[src/rtl/spi_pkg.sv]
// Shared SPI definitions: controller state encoding and clock-phase modes,
// used by the sck generator, the shifter and the controller.
package spi_pkg;

  typedef enum logic {
    ST_IDLE = 1'b0,
    ST_RUN  = 1'b1
  } spi_state_e;

  // cpha = 0: data captured on the leading sck edge, driven on the trailing one
  localparam logic CPHA_LEAD  = 1'b0;
  // cpha = 1: data driven on the leading sck edge, captured on the trailing one
  localparam logic CPHA_TRAIL = 1'b1;

  // True when an edge of the given type is the capture edge for this mode
  function automatic logic is_sample_edge(input logic leading, input logic cpha);
    return (cpha == CPHA_LEAD) ? leading : ~leading;
  endfunction

endpackage

[src/rtl/spi_sck_gen_if.sv]
// Frame request / sck strobe bundle between an SPI controller and the sck generator.
interface spi_sck_gen_if #(
  parameter int DIV_W = 8,
  parameter int CNT_W = 5
) ();

  logic             start;
  logic             abort;
  logic [DIV_W-1:0] div;
  logic [CNT_W-1:0] nbits;
  logic             cpol;
  logic             cpha;
  logic             sck;
  logic             busy;
  logic             sample;
  logic             shift;
  logic             done;

  modport master (
    output start, abort, div, nbits, cpol, cpha,
    input  sck, busy, sample, shift, done
  );

  modport slave (
    input  start, abort, div, nbits, cpol, cpha,
    output sck, busy, sample, shift, done
  );

endinterface

[src/rtl/spi_div_cnt.sv]
// Half-period counter: counts 0..div while enabled and flags the wrap cycle,
// which is the cycle on which the next sck edge is generated.
module spi_div_cnt #(
  parameter int DIV_W = 8
) (
  input  logic             clk,
  input  logic             rst_n,
  input  logic             en,
  input  logic             clr,
  input  logic [DIV_W-1:0] div,
  output logic             wrap
);

  logic [DIV_W-1:0] cnt_r;

  assign wrap = en && (cnt_r == div);

  // Count up to div and fold back to zero; clr holds the count at zero
  always_ff @(posedge clk) begin
    if (!rst_n) begin
      cnt_r <= {DIV_W{1'b0}};
    end else if (clr) begin
      cnt_r <= {DIV_W{1'b0}};
    end else if (en) begin
      if (cnt_r == div) begin
        cnt_r <= {DIV_W{1'b0}};
      end else begin
        cnt_r <= cnt_r + {{(DIV_W-1){1'b0}}, 1'b1};
      end
    end else begin
      cnt_r <= cnt_r;
    end
  end

endmodule

[src/rtl/spi_sck_gen.sv]
// SPI serial clock generator: produces sck for one frame of nbits bits and the
// sample/shift/done strobes that pace the data shifter. All outputs registered.
module spi_sck_gen #(
  parameter int DIV_W = 8,
  parameter int CNT_W = 5
) (
  input  logic        clk,
  input  logic        rst_n,
  spi_sck_gen_if.slave bus
);

  import spi_pkg::*;

  spi_state_e       state_r;
  logic [DIV_W-1:0] div_l_r;
  logic [CNT_W-1:0] nbits_l_r;
  logic             cpol_l_r;
  logic             cpha_l_r;
  logic [CNT_W:0]   edge_cnt_r;
  logic             sck_r;
  logic             busy_r;
  logic             sample_r;
  logic             shift_r;
  logic             done_r;

  logic             wrap_s;
  logic             cnt_en_s;
  logic             cnt_clr_s;
  logic             start_ok_s;
  logic [CNT_W:0]   edge_nxt_s;
  logic             lead_s;
  logic             final_s;
  logic             samp_edge_s;
  logic             shift_edge_s;

  // Edge classification for the edge (if any) generated this cycle
  always_comb begin
    cnt_en_s     = (state_r == ST_RUN);
    cnt_clr_s    = (state_r == ST_IDLE);
    start_ok_s   = bus.start && (bus.nbits != {CNT_W{1'b0}});
    edge_nxt_s   = edge_cnt_r + {{CNT_W{1'b0}}, 1'b1};
    // even number of edges already produced -> the coming edge is a leading one
    lead_s       = ~edge_cnt_r[0];
    final_s      = (edge_nxt_s == {nbits_l_r, 1'b0});
    samp_edge_s  = is_sample_edge(lead_s, cpha_l_r);
    // in cpha=0 the last trailing edge would shift out a bit past the frame
    shift_edge_s = ~samp_edge_s && ~((cpha_l_r == CPHA_LEAD) && final_s);
  end

  spi_div_cnt #(.DIV_W(DIV_W)) u_div_cnt (
    .clk   (clk),
    .rst_n (rst_n),
    .en    (cnt_en_s),
    .clr   (cnt_clr_s),
    .div   (div_l_r),
    .wrap  (wrap_s)
  );

  // Frame FSM with registered sck and strobes
  always_ff @(posedge clk) begin
    if (!rst_n) begin
      state_r    <= ST_IDLE;
      div_l_r    <= {DIV_W{1'b0}};
      nbits_l_r  <= {CNT_W{1'b0}};
      cpol_l_r   <= 1'b0;
      cpha_l_r   <= 1'b0;
      edge_cnt_r <= {(CNT_W+1){1'b0}};
      sck_r      <= 1'b0;
      busy_r     <= 1'b0;
      sample_r   <= 1'b0;
      shift_r    <= 1'b0;
      done_r     <= 1'b0;
    end else begin
      sample_r <= 1'b0;
      shift_r  <= 1'b0;
      done_r   <= 1'b0;
      case (state_r)
        ST_IDLE: begin
          sck_r      <= bus.cpol;
          edge_cnt_r <= {(CNT_W+1){1'b0}};
          if (start_ok_s) begin
            div_l_r   <= bus.div;
            nbits_l_r <= bus.nbits;
            cpol_l_r  <= bus.cpol;
            cpha_l_r  <= bus.cpha;
            state_r   <= ST_RUN;
            busy_r    <= 1'b1;
          end else begin
            state_r <= ST_IDLE;
            busy_r  <= 1'b0;
          end
        end
        ST_RUN: begin
          if (bus.abort) begin
            // abort wins over any edge due this cycle, including the last one
            state_r    <= ST_IDLE;
            busy_r     <= 1'b0;
            sck_r      <= cpol_l_r;
            edge_cnt_r <= {(CNT_W+1){1'b0}};
          end else if (wrap_s) begin
            sck_r      <= ~sck_r;
            sample_r   <= samp_edge_s;
            shift_r    <= shift_edge_s;
            edge_cnt_r <= edge_nxt_s;
            if (final_s) begin
              done_r  <= 1'b1;
              state_r <= ST_IDLE;
              busy_r  <= 1'b0;
            end else begin
              state_r <= ST_RUN;
              busy_r  <= 1'b1;
            end
          end else begin
            state_r <= ST_RUN;
            busy_r  <= 1'b1;
          end
        end
        default: begin
          state_r <= ST_IDLE;
          busy_r  <= 1'b0;
          sck_r   <= cpol_l_r;
        end
      endcase
    end
  end

  assign bus.sck    = sck_r;
  assign bus.busy   = busy_r;
  assign bus.sample = sample_r;
  assign bus.shift  = shift_r;
  assign bus.done   = done_r;

endmodule

[src/flat_wrapper.sv]
// flat-port wrapper written by rule: the top's interface ports become plain ports
module spi_sck_gen_flat import spi_pkg::*;
#(
  parameter int DIV_W = 8,
  parameter int CNT_W = 5
)
  (clk, rst_n, bus_start, bus_abort, bus_div, bus_nbits, bus_cpol, bus_cpha, bus_sck, bus_busy, bus_sample, bus_shift, bus_done);
  spi_sck_gen_if #(.DIV_W(DIV_W), .CNT_W(CNT_W)) bus_i ();
  input  logic clk;
  input  logic rst_n;
  input wire logic [$bits(bus_i.start)-1:0] bus_start;
  input wire logic [$bits(bus_i.abort)-1:0] bus_abort;
  input wire logic [$bits(bus_i.div)-1:0] bus_div;
  input wire logic [$bits(bus_i.nbits)-1:0] bus_nbits;
  input wire logic [$bits(bus_i.cpol)-1:0] bus_cpol;
  input wire logic [$bits(bus_i.cpha)-1:0] bus_cpha;
  output wire logic [$bits(bus_i.sck)-1:0] bus_sck;
  output wire logic [$bits(bus_i.busy)-1:0] bus_busy;
  output wire logic [$bits(bus_i.sample)-1:0] bus_sample;
  output wire logic [$bits(bus_i.shift)-1:0] bus_shift;
  output wire logic [$bits(bus_i.done)-1:0] bus_done;
  assign bus_i.start = bus_start;
  assign bus_i.abort = bus_abort;
  assign bus_i.div = bus_div;
  assign bus_i.nbits = bus_nbits;
  assign bus_i.cpol = bus_cpol;
  assign bus_i.cpha = bus_cpha;
  assign bus_sck = bus_i.sck;
  assign bus_busy = bus_i.busy;
  assign bus_sample = bus_i.sample;
  assign bus_shift = bus_i.shift;
  assign bus_done = bus_i.done;
  spi_sck_gen #(.DIV_W(DIV_W), .CNT_W(CNT_W)) u_core (.clk(clk), .rst_n(rst_n), .bus(bus_i));
endmodule
[config.mk]
export PLATFORM = sky130hd
export DESIGN_NAME = spi_sck_gen_flat
export DESIGN_NICKNAME = d
export VERILOG_FILES = /design/src/rtl/spi_pkg.sv /design/src/rtl/spi_sck_gen_if.sv /design/src/rtl/spi_div_cnt.sv /design/src/rtl/spi_sck_gen.sv /design/src/flat_wrapper.sv
export SDC_FILE = /design/constraint.sdc
export NUM_CORES = 1
export LEC_CHECK = 0
export BUFFER_PORTS_ARGS = -buffer_cell sky130_fd_sc_hd__buf_2
export CORE_ASPECT_RATIO = 0.6
export CORE_MARGIN = 10
export CORE_UTILIZATION = 35
export DETAILED_ROUTE_END_ITERATION = 8
export PLACE_DENSITY = 0.63
export SLEW_MARGIN = 10
export SYNTH_ARGS = -nofsm -noshare
export SYNTH_HDL_FRONTEND = slang
export SYNTH_SLANG_ARGS = --single-unit
[constraint.sdc]
create_clock -name clk -period 2.2 [get_ports clk]
set_input_delay 0 -clock clk [delete_from_list [all_inputs] [get_ports clk]]
set_output_delay 0 -clock clk [all_outputs]
set_load 0.02 [all_outputs]
# --- Word level (Yosys, flattened, before mapping) ---
# Cells that the tools add are included.
totals:
  out_inout_bits: 5
  input_bits: 19
  wordCells: 45
  reg_bits: 34
classes:
  n_eq_ne: 3
  n_reduce_logical: 8
  n_mux: 13
  n_bitwise: 8
  addsub: 2
op_table:
  columns: ["operator", "count"]
  rows:
  - ["$mux 6", 2]
  - ["$pmux 6 s2", 1]
  - ["$add 8x1->8 const B", 1]
  - ["$eq 8x8->1", 1]
  - ["$mux 1", 8]
  - ["$not 1->1", 8]
  - ["$add 6x1->6 const B", 1]
  - ["$eq 6x6->1", 1]
  - ["$reduce_bool 5->1", 1]
  - ["$logic_and 1x1->1", 4]
  - ["$pmux 1 s2", 2]
  - ["$reduce_or 4->1", 1]
  - ["$ne 3x3->1 const B", 1]
  - ["$reduce_or 3->1", 1]
  - ["$reduce_and 2->1", 1]

# --- Longest topological paths before layout ---
# Gate-level depths: netlist of the first run.
logic_depth:
  depth_word: 6
  depth_mapped: 6

# --- Hierarchy ---
# Synthesis of the first run repeated with hierarchy kept, for this count alone.
unflattened:
  hier_cells: 167
  hier_area_um2: 1600.3
by_module_without_submodules:
  columns: ["module", "instances", "area_each_um2", "seq_area_each_um2", "cells_each"]
  rows:
  - ["spi_sck_gen", 1, 1154.9, 520.5, 118]
  - ["spi_div_cnt", 1, 445.4, 160.2, 49]

# --- Worst setup path after synthesis of the first run ---
# OpenSTA, ideal clock, no wires.
synth_timing:
  path_type: "flip-flop to flip-flop"
  from: "register u_core.edge_cnt_r[0]"
  to: "register u_core.done_r (netlist: u_core.bus.done)"
  period_less_slack_ps: 1580
  stages_incl_launch_ff: 7
  t_arrival_ps: 1465
  path_slack_ps: 620
  n_path_buf: 0
  required_time_ps: 2085
  path_cell_list: "dfxtp_1 > ha_1 > and3b_1 > or3_1 > a31oi_1 > nor4_1 > and3_1"
synth_via:
  elab_chain_len: 3
synth_lines:
  columns: ["element", "line", "source"]
  rows:
  - ["start, declared", "spi_sck_gen.sv:19", "logic [CNT_W:0] edge_cnt_r;"]
  - ["start signal, assigned", "spi_sck_gen.sv:67", "edge_cnt_r <= {(CNT_W+1){1'b0}};"]
  - ["start signal, assigned", "spi_sck_gen.sv:80", "edge_cnt_r <= {(CNT_W+1){1'b0}};"]
  - ["start signal, assigned", "spi_sck_gen.sv:99", "edge_cnt_r <= {(CNT_W+1){1'b0}};"]
  - ["$add 6x1->6", "spi_sck_gen.sv:41", "edge_nxt_s = edge_cnt_r + {{CNT_W{1'b0}}, 1'b1};"]
  - ["$eq 6x6->1", "spi_sck_gen.sv:44", "final_s = (edge_nxt_s == {nbits_l_r, 1'b0});"]
  - ["$mux 1", "spi_sck_gen.sv:105", "if (final_s) begin"]
  - ["end signal, assigned", "spi_sck_gen.sv:72", "done_r <= 1'b0;"]
  - ["end signal, assigned", "spi_sck_gen.sv:76", "done_r <= 1'b0;"]
  - ["end signal, assigned", "spi_sck_gen.sv:106", "done_r <= 1'b1;"]
  - ["end, declared", "spi_sck_gen.sv:24", "logic done_r;"]
# No other way between the ends.
# A chain may end at the register's enable or synchronous reset.

# --- Final worst setup path of the first run ---
layout_timing:
  from: "register u_core.edge_cnt_r[0]"
  to: "register u_core.busy_r (netlist: u_core.bus.busy)"
layout_via:
  elab_chain_len: 6
layout_lines:
  columns: ["element", "line", "source"]
  rows:
  - ["$add 6x1->6", "spi_sck_gen.sv:41", null]
  - ["$eq 6x6->1", "spi_sck_gen.sv:44", null]
  - ["$mux 1", "spi_sck_gen.sv:105", null]
  - ["$mux 1", "spi_sck_gen.sv:100", "end else if (wrap_s) begin"]
  - ["$mux 1", "spi_sck_gen.sv:94", "if (bus.abort) begin"]
  - ["$pmux 1 s2", "spi_sck_gen.sv:77", "case (state_r)"]
  - ["end signal, assigned", "spi_sck_gen.sv:97", "busy_r <= 1'b0;"]
  - ["end signal, assigned", "spi_sck_gen.sv:108", "busy_r <= 1'b0;"]
  - ["end signal, assigned", "spi_sck_gen.sv:111", "busy_r <= 1'b1;"]
  - ["end, declared", "spi_sck_gen.sv:21", "logic busy_r;"]
# No other way between the ends.

==> results.md, run 1 <==
* Pin count of the biggest net entering global routing at 19
* Hold path endpoint: u_core.nbits_l_r[3]$_SDFFE_PN0P_
* WS Path Type: reg -> reg
* DRC errors left at 0
* Area occupied by registers at 680.7 um^2
* Vias per Instance at 4.465
* Actual slew at the worst max-slew pin at 0.4622 ns
* Mapped Cells at 166
* Setup bufs post-CTS at 0
* Logic pwr share at 13.4%
* Post-synth cell types at 35
* Routed len/inst at 12.85 um
* Fin. max-slew vios at 0
* Vias in the first global route at 1194
* Post-cts gate resize count at 0
* Filler cell count at 431
* Initial antenna violation count at 0
* Starting Density at 37.17%
* Clock root buffer: clkbuf_8
* CTS buffer count at 5
* CTS tree: built
* Hold Path Class: in -> reg
* Clk buf depth at 2
* Startpoint Class: register
* Crit share post-route at 83.51%
* Site row count at 18
* FFs w/ async S/R, synth at 0%
* DIE WIDTH at 106.3 um
* Post-synthesis sequential area ratio at 43.49%
* Fin cells at 269
* Leak at 0.7774 nW
* TNS Setup at 0 ns
* Minimum clock period at 1.837 ns
* Int Pwr at 0.0009794 W
* Total Routing Usage GR at 9.847%
* Routed WL at 3.457 mm
* Clock network latency to the later pin of the worst-skew pair at 0.29 ns
* FF-to-FF setup slack at 0.36 ns
* Syn Area/Cell at 9.429 um^2
* Met2 Wirelength at 1.176 mm
* Reg-to-reg endpoint: u_core.bus.busy$_SDFF_PN0_
* Crit end category: register
* Reg2reg start: u_core.edge_cnt_r[0]$_SDFFE_PN0P_
* Status: finished clean
* Synth Register Bits at 34
* Achievable frequency at 0.5443 GHz
* Sw frac at 25.04%
* Die Span Y at 71.80 um
* Inserted Diodes at 0
* Yosys warnings at 0
* Placed insts at 248
* Worst EP arrival at 1.99 ns
* Hold Path Origin: bus_nbits[3]
* I/O Buffers at 23
* Routability cong. at 0.8005
* Area delta synth->final at 25.98%
* DR pass1 iterations at 4
* Count of final hold-check violations at 0
* Core Area at 0.004212 mm^2
* DP Wirelength at 2.598 mm
* EDFF count, synth at 0
* Grt ovf at 0
* Initial DRC count at 57
* Worst-path fanout max at 7
* # IOs at 24
* Peak supply drop at 0.2300 mV
* Critical Path RT at 2.36 ns
* Nets at 229
* Share of layout cells above drive strength 1 at 18.18%
* Multi-input gate area at 842.1 um^2
* Clk sinks at 34
* Reg2reg path depth at 6
* H-Tree Depth at 2
* Clk pin slew, worst setup/hold paths at 0.07 ns
* Routed length on met1 at 2.044 mm
* First-pass GRT wire length at 5.927 mm
* DR vias at 1201
* Die ar. at 0.007635 mm^2
* Worst hold stages at 3
* Max_cap viols at 0
* Synth Cell Area at 0.001565 mm^2
* Predominant post-synthesis flop cell: dfxtp_1
* Slew HR at 69.12%
* Sw Pwr at 0.0003272 W
* Pwr per Cell Area at 662.6 mW/mm^2
* Fin Hold WS at 0.01309 ns
* Hold-fix buffers at CTS at 13
* Final ANT Viol Nets at 0
* Clk_skew at 0.007589 ns
* RSZ-0062 raised after global routing: false
* Clock share of power at 36.2%
* Top routing layer in use: met4
* # setup viols final at 0
* Routed met3 length at 185 um
* Sequential power share at 50.5%
* Syn nets at 187
cell families after synthesis:
group                    Yosys count  synth area share [%]
XOR/XNOR                          25                 13.99
AO/OA/AOI/OAI                     16                 7.353
AND/OR/NAND/NOR                   70                 23.82
buffers and inverters              8                 2.716
multiplexers                      11                 7.035
adder cells (fa/ha/maj)            2                 1.598
flip-flops                        34                 43.49
state kept, by name, indices dropped and copies added (netlist names):
register / count
u_core.cpol_l_r: 1
u_core.edge_cnt_r: 6
u_core.bus.sample: 1
u_core.u_div_cnt.cnt_r: 8
u_core.div_l_r: 8
u_core.nbits_l_r: 5
u_core.cpha_l_r: 1
u_core.bus.busy: 1
u_core.bus.sck: 1
u_core.bus.done: 1
u_core.bus.shift: 1
critical path, cell delays in order (launching register included):
cell,delay [ns]
dfxtp_1,0.44
ha_1,0.25
inv_1,0.09
nor4b_1,0.32
a31oi_1,0.10
nor4_1,0.37
a31oi_1,0.14
worst max-delay path by stage:
stage,endpoint,depth (start not counted),start
3_3_place_gp,u_core.bus.shift$_SDFF_PP0_,6,u_core.edge_cnt_r[0]$_SDFFE_PN0P_
3_5_place_dp,u_core.bus.busy$_SDFF_PN0_,6,u_core.edge_cnt_r[0]$_SDFFE_PN0P_
4_1_cts,u_core.div_l_r[5]$_SDFFE_PN0P_,7,bus_nbits[1]
6_report,u_core.bus.busy$_SDFF_PN0_,6,u_core.edge_cnt_r[0]$_SDFFE_PN0P_
5_1_grt,u_core.bus.shift$_SDFF_PP0_,6,u_core.edge_cnt_r[0]$_SDFFE_PN0P_
2_1_floorplan,u_core.bus.done$_SDFF_PP0_,6,u_core.edge_cnt_r[0]$_SDFFE_PN0P_
layer usage:
| metal | vias to the layer above | GRT usage [%] |
|---|---|---|
| met5 | - | 0 |
| li1 | 643 | - |
| met3 | 5 | 3.214 |
| met1 | 521 | 14.73 |
| met4 | 0 | 5.381 |
| met2 | 32 | 11.48 |
synth_stat cells (3+ instances only):
cell / instances / share of area (%)
dfxtp_1: 34 / 43
xnor2_1: 18 / 10
nor2_1: 16 / 3.8
nor2b_1: 15 / 6.0
mux2i_1: 11 / 7.0
nand2_1: 11 / 2.6
xor2_1: 7 / 3.9
nand3_1: 6 / 1.9
inv_1: 4 / 0.96
a21boi_1: 3 / 1.4
a21oi_1: 3 / 0.96
and3_1: 3 / 1.2
nand4_1: 3 / 1.2
nor3_1: 3 / 0.96
o21ai_0: 3 / 0.96
metrics by stage:
| stage | instance area (um^2) | setup WS [ns] | power, W | utilization [%] |
|---|---|---|---|---|
| floorplan | 1565 | 0.6199 | 0.0007754 | - |
| global placement | 1750 | 0.5210 | 0.0008307 | 41.56 |
| detailed placement | 1750 | 0.4390 | 0.0008311 | 41.56 |
| CTS | 1972 | 0.3748 | 0.001321 | 46.82 |
| global route | 1972 | 0.1476 | 0.001382 | 46.82 |
| finish | 1972 | 0.3628 | 0.001307 | 46.82 |
power groups by stage:
stage / Sequential [W] / Clock [W] / Combinational [W]
after floorplan: 0.000670 / 0 / 0.000105
after global placement: 0.000673 / 0 / 0.000158
after detailed placement: 0.000673 / 0 / 0.000158
after CTS: 0.000659 / 0.000486 / 0.000176
after global routing: 0.000662 / 0.000525 / 0.000194
final: 0.000659 / 0.000472 / 0.000175
layout make-up:
type	instances	share of cell area, %
Sequential cell	34	34.52
Multi-Input combinational cell	124	42.70
Clock inverter	1	0.2538
Clock buffer	7	4.378
Timing Repair Buffer	39	13.58
Tap cell	60	3.807
Inverter	4	0.7614
placed cells by master, fill, tap and decap left out, drive strengths merged, types with 4 or more instances in the layout:
cell type	n
buf	26
clkbuf	7
dfxtp	34
dlygate4sd3	13
inv	4
mux2i	11
nand2	11
nand3	6
nor2	17
nor2b	15
o21ai	4
xnor2	18
xor2	7
Note: power is estimated with default switching activity, not from simulation.
==> inputs of run 2 (changes only) <==
==> constraint.sdc (replaced) <==
create_clock -name clk -period 1.7 [get_ports clk]
set_input_delay 0 -clock clk [delete_from_list [all_inputs] [get_ports clk]]
set_output_delay 0 -clock clk [all_outputs]
set_load 0.02 [all_outputs]
==> run 2 against run 1 <==
Against the previous run: critical endpoint is now u_core.bus.shift$_SDFF_PP0_; flip-flop and latch count did not move; critical path type unchanged; clock power up 34%; highest routed layer unchanged; via count grew 5.4%.
==> results.md, run 2 (synthesized netlist as in run 1, its figures left out) <==
* Worst-path fanout max at 4
* Filler cell count at 421
* Worst path slowest cell: dfxtp_2
* Worst EP arrival at 1.81 ns
* CTS tree: built
* Fin cells at 277
* Achievable frequency at 0.6115 GHz
* Share of layout cells above drive strength 1 at 23.50%
* Total Routing Usage GR at 10.30%
* Setup WS pre-CTS at 0.006009 ns
* Initial antenna violation count at 0
* WS Path Type: reg -> reg
* Peak supply drop at 0.4325 mV
* Routed WL at 3.650 mm
* CP delay by family, top: compound AO/OA/AOI/OAI gates
* Area occupied by registers at 681.9 um^2
* Routed len/inst at 13.18 um
* Fin. max-slew vios at 0
* First-pass GRT wire length at 6.141 mm
* Die ar. at 0.007635 mm^2
* Startpoint Class: register
* Grt ovf at 0
* Fin Hold WS at 0.002902 ns
* Routability cong. at 0.8234
* Most common cell after layout, fill and taps aside: dfxtp_1
* Pwr per Cell Area at 825.7 mW/mm^2
* # IOs at 24
* CTS buffer count at 5
* GR Layer Usage met2 at 12.70%
* Leak at 0.8556 nW
* Actual slew at the worst max-slew pin at 0.5152 ns
* Slowest stage delay, CP at 0.34 ns
* Vias in the first global route at 1248
* DP Wirelength at 2.692 mm
* Crit share post-route at 96.19%
* Area delta synth->final at 35.81%
* Core Area at 0.004212 mm^2
* Gr busiest metal: met1
* Crit end category: register
* DR vias at 1266
* Met1 usage at 13.88%
* Starting Density at 37.17%
* Met3 GRT Util at 4.464%
* Max_cap viols at 0
* Biggest regs: u_core.div_l_r x8, u_core.u_div_cnt.cnt_r x8, u_core.edge_cnt_r x6
* Nets at 237
* Pin count of the biggest net entering global routing at 19
* H-Tree Depth at 2
* # setup viols final at 0
* DR pass1 iterations at 4
* Status: finished clean
* Clk buf depth at 2
* Count of final hold-check violations at 0
* Inserted Diodes at 0
* Clk sinks at 34
* Minimum clock period at 1.635 ns
* Multi-input gate area at 888.4 um^2
* Clock network latency to the later pin of the worst-skew pair at 0.29 ns
* Crit-path cells: ha_2, and2_1, o21ai_0, a31oi_4, o41ai_2, a21oi_1
* Die Span Y at 71.80 um
* Vias per Instance at 4.570
* Critical Path RT at 1.87 ns
* Worst Path Buf+Inv at 0
* DIE WIDTH at 106.3 um
* Clock root buffer: clkbuf_8
* Final ANT Viol Nets at 0
* Clk pin slew, worst setup/hold paths at 0.07 ns
* Slew HR at 65.41%
* Min setup slack post-route at 0.06475 ns
* Initial DRC count at 69
* Site row count at 18
* Placed insts at 255
* Most frequent cells in the layout: dfxtp_1 (33), buf_2 (21), xnor2_1 (18), nor2_1 (16), nor2b_1 (15)
* I/O Buffers at 23
* DRC errors left at 0
* Hold Path Class: in -> reg
* Clk_skew at 0.004629 ns
[run 2: worst reg2reg max path, stage by stage, from the launching register on]
cell and delay, ns:
dfxtp_2 0.34, ha_2 0.18, and2_1 0.15, o21ai_0 0.29, a31oi_4 0.14, o41ai_2 0.33
a21oi_1 0.10
[run 2: report_power, final]
part,total (W),internal [W],leakage [nW],switching (W)
clock,0.000632,0.000327,0.0482,0.000305
combinational,0.000272,0.000148,0.530,0.000125
sequential,0.000851,0.000826,0.278,0.0000253
[run 2: what timing repair did]
action | 4_1_cts | 5_1_grt
pin swaps | 1 | 4
gates resized for setup | 1 | 10
hold endpoints to repair | 15 | 0
buffers inserted | 0 | 1
cloned | 0 | 1
hold buffers | 14 | 0
endpoints found under the setup margin | 1 | 10
[run 2: path summary, 6_finish.rpt]
| path | start | end | slack (ns) | cells past startpoint |
|---|---|---|---|---|
| worst max-delay path | u_core.edge_cnt_r[1]$_SDFFE_PN0P_ | u_core.bus.shift$_SDFF_PP0_ | 0.06 | 6 |
| worst min-delay path | bus_nbits[3] | u_core.nbits_l_r[3]$_SDFFE_PN0P_ | 0.003 | 3 |
| worst max register to register | u_core.edge_cnt_r[1]$_SDFFE_PN0P_ | u_core.bus.shift$_SDFF_PP0_ | 0.06 | 6 |
| worst min register to register | u_core.nbits_l_r[2]$_SDFFE_PN0P_ | u_core.nbits_l_r[2]$_SDFFE_PN0P_ | 0.47 | 2 |
[run 2: layout make-up]
cell class | instances | area share [%]
inverters | 4 | 0.7063
flip-flops and latches | 34 | 32.08
multi-input cells | 124 | 41.79
clock inverters | 1 | 0.2354
repair buffers | 47 | 17.60
well taps | 60 | 3.531
clock buffers | 7 | 4.061
[run 2: per-stage QoR]
stage	power, W	instance area [um^2]	util, %	setup TNS, ns
5_1_grt	0.001854	2126	50.48	-0.04329
4_1_cts	0.001754	2054	48.78	0
3_5_place_dp	0.001097	1815	43.11	0
2_1_floorplan	0.001003	1565	-	0
3_3_place_gp	0.001096	1815	43.11	0
6_report	0.001755	2126	50.48	0
[run 2: per-layer routing]
layer / wire length (um) / part of all wire [%]
met1: 2019 / 55
met2: 1269 / 35
met3: 297 / 8.1
met4: 63 / 1.7
met5: 0 / 0
